**config.mk**
```make
export PLATFORM = sky130hd
export DESIGN_NAME = press_ctrl
export DESIGN_NICKNAME = d
export VERILOG_FILES = /design/src/rtl/press_ctrl_pkg.sv /design/src/rtl/btn_debounce.sv /design/src/rtl/press_ctrl.sv
export SDC_FILE = /design/constraint.sdc
export NUM_CORES = 1
export LEC_CHECK = 0
export ABC_AREA = 1
export CAP_MARGIN = 20
export CORE_AREA = 3 3 60 51
export DETAILED_ROUTE_END_ITERATION = 10
export DIE_AREA = 0 0 63 54
export GPL_ROUTABILITY_DRIVEN = 0
export HOLD_SLACK_MARGIN = 0.12
export PLACE_DENSITY = 0.7
export RECOVER_POWER = 100
export SLEW_MARGIN = 40
export SYNTH_ARGS = -nofsm -noshare
export SYNTH_HDL_FRONTEND = slang
export SYNTH_SLANG_ARGS = --single-unit
```
**constraint.sdc**
```tcl
create_clock -name clk -period 1.56 [get_ports clk]
set_clock_uncertainty 0.15 [all_clocks]
set_input_delay 0.312 -clock clk [delete_from_list [all_inputs] [get_ports clk]]
set_output_delay 0.312 -clock clk [all_outputs]
set_load 0.02 [all_outputs]
```
**src/rtl/press_ctrl_pkg.sv**
```systemverilog
// Shared definitions for the push-button gesture sequencer: default timing
// constants and the gesture FSM state encoding.
package press_ctrl_pkg;

  localparam int DEF_DEB_CYC  = 4;
  localparam int DEF_LONG_CYC = 20;
  localparam int DEF_DBL_GAP  = 10;
  localparam int DEF_CNT_W    = 8;

  // Fixed encodings so the enum below and any observer agree on state values.
  localparam logic [2:0] S_IDLE  = 3'd0;
  localparam logic [2:0] S_HELD  = 3'd1;
  localparam logic [2:0] S_LONG  = 3'd2;
  localparam logic [2:0] S_WAIT2 = 3'd3;
  localparam logic [2:0] S_LOCK  = 3'd4;

  typedef enum logic [2:0] {
    IDLE  = S_IDLE,
    HELD  = S_HELD,
    LONG  = S_LONG,
    WAIT2 = S_WAIT2,
    LOCK  = S_LOCK
  } state_e;

endpackage

```
**src/rtl/btn_debounce.sv**
```systemverilog
// Two-flop synchronizer, debounce counter and edge detection for one raw
// button level. rise/fall are combinational and last exactly one cycle.
module btn_debounce #(
  parameter int DEB_CYC = 4,
  parameter int CNT_W   = 8
) (
  input  logic clk,
  input  logic rst,
  input  logic btn,
  output logic btn_d,
  output logic rise,
  output logic fall
);

  localparam logic [CNT_W-1:0] DEB_LAST = CNT_W'(DEB_CYC - 1);

  logic             sync_1;
  logic             btn_s;
  logic             btn_q;
  logic [CNT_W-1:0] deb_cnt;

  // NOTE: every register here is assigned with <= so all flops sample the
  // pre-edge values together; blocking assignments would chain them.
  always_ff @(posedge clk) begin
    if (rst) begin
      sync_1  <= 1'b0;
      btn_s   <= 1'b0;
      btn_d   <= 1'b0;
      btn_q   <= 1'b0;
      deb_cnt <= '0;
    end else begin
      sync_1 <= btn;
      btn_s  <= sync_1;
      btn_q  <= btn_d;
      // btn_d only follows after DEB_CYC consecutive differing samples.
      if (btn_s != btn_d) begin
        if (deb_cnt == DEB_LAST) begin
          btn_d   <= btn_s;
          deb_cnt <= '0;
        end else begin
          deb_cnt <= deb_cnt + CNT_W'(1);
        end
      end else begin
        deb_cnt <= '0;
      end
    end
  end

  assign rise = btn_d & ~btn_q;
  assign fall = ~btn_d & btn_q;

endmodule

```
**src/rtl/press_ctrl.sv**
```systemverilog
// Push-button gesture sequencer: classifies debounced presses into short
// press, long press and double click, each reported as a one-cycle pulse.
module press_ctrl
  import press_ctrl_pkg::*;
#(
  parameter int DEB_CYC  = DEF_DEB_CYC,
  parameter int LONG_CYC = DEF_LONG_CYC,
  parameter int DBL_GAP  = DEF_DBL_GAP,
  parameter int CNT_W    = DEF_CNT_W
) (
  input  logic clk,
  input  logic rst,
  input  logic btn,
  output logic btn_level,
  output logic short_press,
  output logic long_press,
  output logic double_click,
  output logic busy
);

  localparam logic [CNT_W-1:0] LONG_LAST = CNT_W'(LONG_CYC - 1);
  localparam logic [CNT_W-1:0] DBL_LAST  = CNT_W'(DBL_GAP - 1);

  logic             rise;
  logic             fall;
  state_e           state;
  state_e           state_nx;
  logic [CNT_W-1:0] gcnt;
  logic [CNT_W-1:0] gcnt_nx;
  logic             short_nx;
  logic             long_nx;
  logic             dbl_nx;

  btn_debounce #(
    .DEB_CYC (DEB_CYC),
    .CNT_W   (CNT_W)
  ) u_debounce (
    .clk   (clk),
    .rst   (rst),
    .btn   (btn),
    .btn_d (btn_level),
    .rise  (rise),
    .fall  (fall)
  );

  // NOTE: every output of this block gets a default first, so no path
  // through the case leaves a signal unassigned and no latch is inferred.
  always_comb begin
    state_nx = state;
    gcnt_nx  = gcnt;
    short_nx = 1'b0;
    long_nx  = 1'b0;
    dbl_nx   = 1'b0;
    case (state)
      IDLE: begin
        if (rise) begin
          state_nx = HELD;
          gcnt_nx  = '0;
        end
      end
      HELD: begin
        // A release on the terminal count still counts as a short press.
        if (fall) begin
          state_nx = WAIT2;
          gcnt_nx  = '0;
        end else if (gcnt == LONG_LAST) begin
          state_nx = LONG;
          long_nx  = 1'b1;
        end else begin
          gcnt_nx = gcnt + CNT_W'(1);
        end
      end
      LONG: begin
        if (fall) state_nx = IDLE;
      end
      WAIT2: begin
        // A second press on the terminal count still counts as a double click.
        if (rise) begin
          state_nx = LOCK;
          dbl_nx   = 1'b1;
        end else if (gcnt == DBL_LAST) begin
          state_nx = IDLE;
          short_nx = 1'b1;
        end else begin
          gcnt_nx = gcnt + CNT_W'(1);
        end
      end
      LOCK: begin
        if (fall) state_nx = IDLE;
      end
      default: state_nx = IDLE;
    endcase
  end

  always_ff @(posedge clk) begin
    if (rst) begin
      state        <= IDLE;
      gcnt         <= '0;
      short_press  <= 1'b0;
      long_press   <= 1'b0;
      double_click <= 1'b0;
      busy         <= 1'b0;
    end else begin
      state        <= state_nx;
      gcnt         <= gcnt_nx;
      short_press  <= short_nx;
      long_press   <= long_nx;
      double_click <= dbl_nx;
      busy         <= (state_nx != IDLE);
    end
  end

endmodule

```
==> flow_summary.toml <==
[pwr]
power_per_cell_area_nw_per_um2 = 618
power.ir.vdd_worst_mv = 0.423
totalPowerFinal_mw = 1.03
leakage_nw = 0.667

[min_path]
worstHoldPathType = "flip-flop to flip-flop"

[synthesis]
synth_top_cells_by_count = "nor2_1 (30), inv_1 (29), nand2_1 (29)"
ys_warn_count = 0
yosysUniqueCellTypes = 22
syn-cell-area_um2 = 1270
asyncSetResetFlopFracSynth = 0
synth_edf_count = 0
synth.most_common_cell = "nor2_1"
synthDominantCellAreaShare = 0.426
synth_ff_type = "dfxtp_1"
syn_avg_cell_area_um2 = 7.08
syn_nets = 185
yosys_reg_bits = 27
synth_seq_area_share = 0.426
synth_cells = 179
netlist_top_cells_area = "dfxtp_1 (43%), nor2_1 (8.9%), inv_1 (8.6%), nand2_1 (8.6%), nand3_1 (6.3%)"
post_synthesis_cell_type_with_the_largest_combined_area = "dfxtp_1"

[worst_setup_path]
worst-path-buf-inv = 0
type_of_the_setup_path_with_the_least_slack = "flip-flop to flip-flop"
startpoint_type = "flip-flop"
critical_path.max_fanout = 8
crit_chain = "ha_4, nand2_1, nor2_1, nand2_2, nand2_4, nand3_4, nand2_2, nand2_2, nor2_1"
cp_slowest_cell = "dfxtp_4"
slowest_delay_ns = 0.41
setup.worst_path.end_class = "flip-flop"
worstPathRequired_ns = 1.67
critical-path-top-delay-family = "simple AND/OR/NAND/NOR gates"
most_used_cell_along_the_critical_path = "nand2_2"
worst_ep_arrival_time_ns = 1.70

[cells_and_area]
flow.area_growth_from_synthesis_pct = 30.8
nFillCells = 195
drive_gt1_frac = 0.308
num-nets-final = 208
seq_area_um2 = 551
n_antenna_cell = 0
post-route-util = 0.673
final-instance-count-excl-fill = 237
largestRegisters = "gcnt x8, u_debounce.deb_cnt x8, state x3"
postLayoutCellArea_um2 = 1660
combined_area_of_the_multi_input_logic_cells_um2 = 762

[floorplan]
start_util = 0.515
vertical_die_dimension_um = 54
top_level_i_o_count = 8
die-area_um2 = 3400
fp.dieW_um = 63
floorplan.rows = 16
core_area_um2 = 2460

[routing]
wl_um = 2750
wl_per_cell_um = 11.6
antenna_violating_nets_post_route = 0
drtPass1Iterations = 5
detailroute.via_count = 1214
remaining_drc_errors = 0
viasPerCell = 5.12
initialDrtViolationCount = 108

[place]
dp.final_hpwl_um = 1910
dpl-instance-area_um2 = 1460
portBuffers = 7
dp.cells = 232
pre_cts_slack_ns = -0.0958

[clock_tree]
cts_tree = "yes"
cts.sink_count = 27
htree_num_levels = 1
clk_pin_slew_ns = 0.14
holdBufCountCts = 0
max-clock-path-buffers = 2
postCtsSetupBuffers = 0
cts-buffers-inserted = 3
clk_root_buffer_cell = "clkbuf_4"
clk-insertion-delay-late_ns = 0.32

[sta]
finalSetupViolations = 4
setup_slack_ns = -0.0333
worst-slew-pin-transition_ns = 0.373
grt_setup_unrepaired = "true"
post-route-min-period_ns = 1.59
hold_viol = 0
timing.final.max_slew_violations = 0
timing.max_slew.rel_slack = 0.749
final_worst_path_period_share = 1.02
fmaxAchievable_mhz = 628

[status]
violated_checks = "negative setup slack"
status = "finished, violations left"

[global_routing]
first_pass_grt_wire_length_um = 4620
grt_start_max_net_pins = 15
vias_in_the_first_global_route = 1160
grt_use_total = 0.171
globalRouteOverflowTotal = 0
grt_antenna_before_repair = 0

[flow_run]
number_of_max_cap_violations = 0
-- routing by layer --
metal  vias up  track usage  part of all wire
li1        619            -                 -
met1       551        0.178              0.41
met2        33        0.336              0.52
met3        11       0.0501             0.051
met4         0       0.0549             0.017
met5         -            0                 0
-- where the power goes --
part           leakage, nW  switching [mW]  total [mW]  internal, mW
Combinational        0.432          0.0182      0.0354        0.0172
Sequential           0.221         0.00181       0.691         0.689
Clock               0.0150           0.198       0.299         0.100
-- path summary, 6_finish.rpt --
check                                       start               end  slack (ns)  depth (start not counted)
worst min register to register  u_debounce.sync_1  u_debounce.btn_s        0.28                          2
worst max-delay path                      gcnt[0]           gcnt[3]       -0.03                          9
worst max register to register            gcnt[0]           gcnt[3]       -0.03                          9
worst min-delay path            u_debounce.sync_1  u_debounce.btn_s        0.28                          2
-- final cells by class --
cell class                      count  share of cell area
Multi-Input combinational cell    120               0.460
Sequential cell                    27               0.332
Timing Repair Buffer               19              0.0951
Inverter                           31              0.0702
Tap cell                           36              0.0272
Clock buffer                        4              0.0158
-- cells by family (layout without fill, tap and decap cells) --
| logic type | Yosys count | after routing | share of synthesized area |
|---|---|---|---|
| buffers and inverters | 33 | 54 | 0.104 |
| AND/OR/NAND/NOR | 93 | 94 | 0.340 |
| XOR/XNOR | 3 | 3 | 0.0207 |
| adder cells (fa/ha/maj) | 3 | 3 | 0.0296 |
| AO/OA/AOI/OAI | 20 | 20 | 0.0800 |
| flip-flops | 27 | 27 | 0.426 |
-- stage by stage --
step,setup TNS (ns),hold WS (ns)
CTS,-0.0226,0.284
detailed placement,-0.766,0.260
global route,-0.707,0.292
global placement,-0.191,0.253
finish,-0.0904,0.282
floorplan,0,0.238
-- worst min-delay path, stage by stage, from the launching register on --
cell	delay, ns
dfxtp_1	0.33
inv_1	0.05
nor2_1	0.03
-- what timing repair did --
item                                    4_1_cts  5_1_grt
endpoints found under the hold margin         0        0
pin swaps                                     1       10
resized for setup                            12       44
endpoints found under the setup margin       15       15
cloned                                        1        0
-- placed cells by master, fill, tap and decap left out, types with 2 or more instances in the layout --
| cell | n |
|---|---|
| o21ai_1 | 3 |
| a21oi_1 | 10 |
| dfxtp_4 | 2 |
| nor2_1 | 25 |
| nand3_2 | 3 |
| nor2_2 | 5 |
| nand3_1 | 11 |
| nand2_1 | 21 |
| nor3_1 | 2 |
| nor2_4 | 4 |
| dfxtp_1 | 23 |
| ha_4 | 2 |
| nand2_4 | 2 |
| buf_6 | 2 |
| xor2_1 | 3 |
| nand4_1 | 4 |
| nor4_1 | 2 |
| nand2_2 | 8 |
| nor3_2 | 2 |
| clkbuf_4 | 3 |
| inv_1 | 24 |
| dfxtp_2 | 2 |
| dlygate4sd2_1 | 4 |
| inv_2 | 7 |
| a21oi_2 | 3 |
| nand3_4 | 4 |
| o21ai_0 | 2 |
| buf_4 | 10 |
Power figures use the tool's default switching activity.
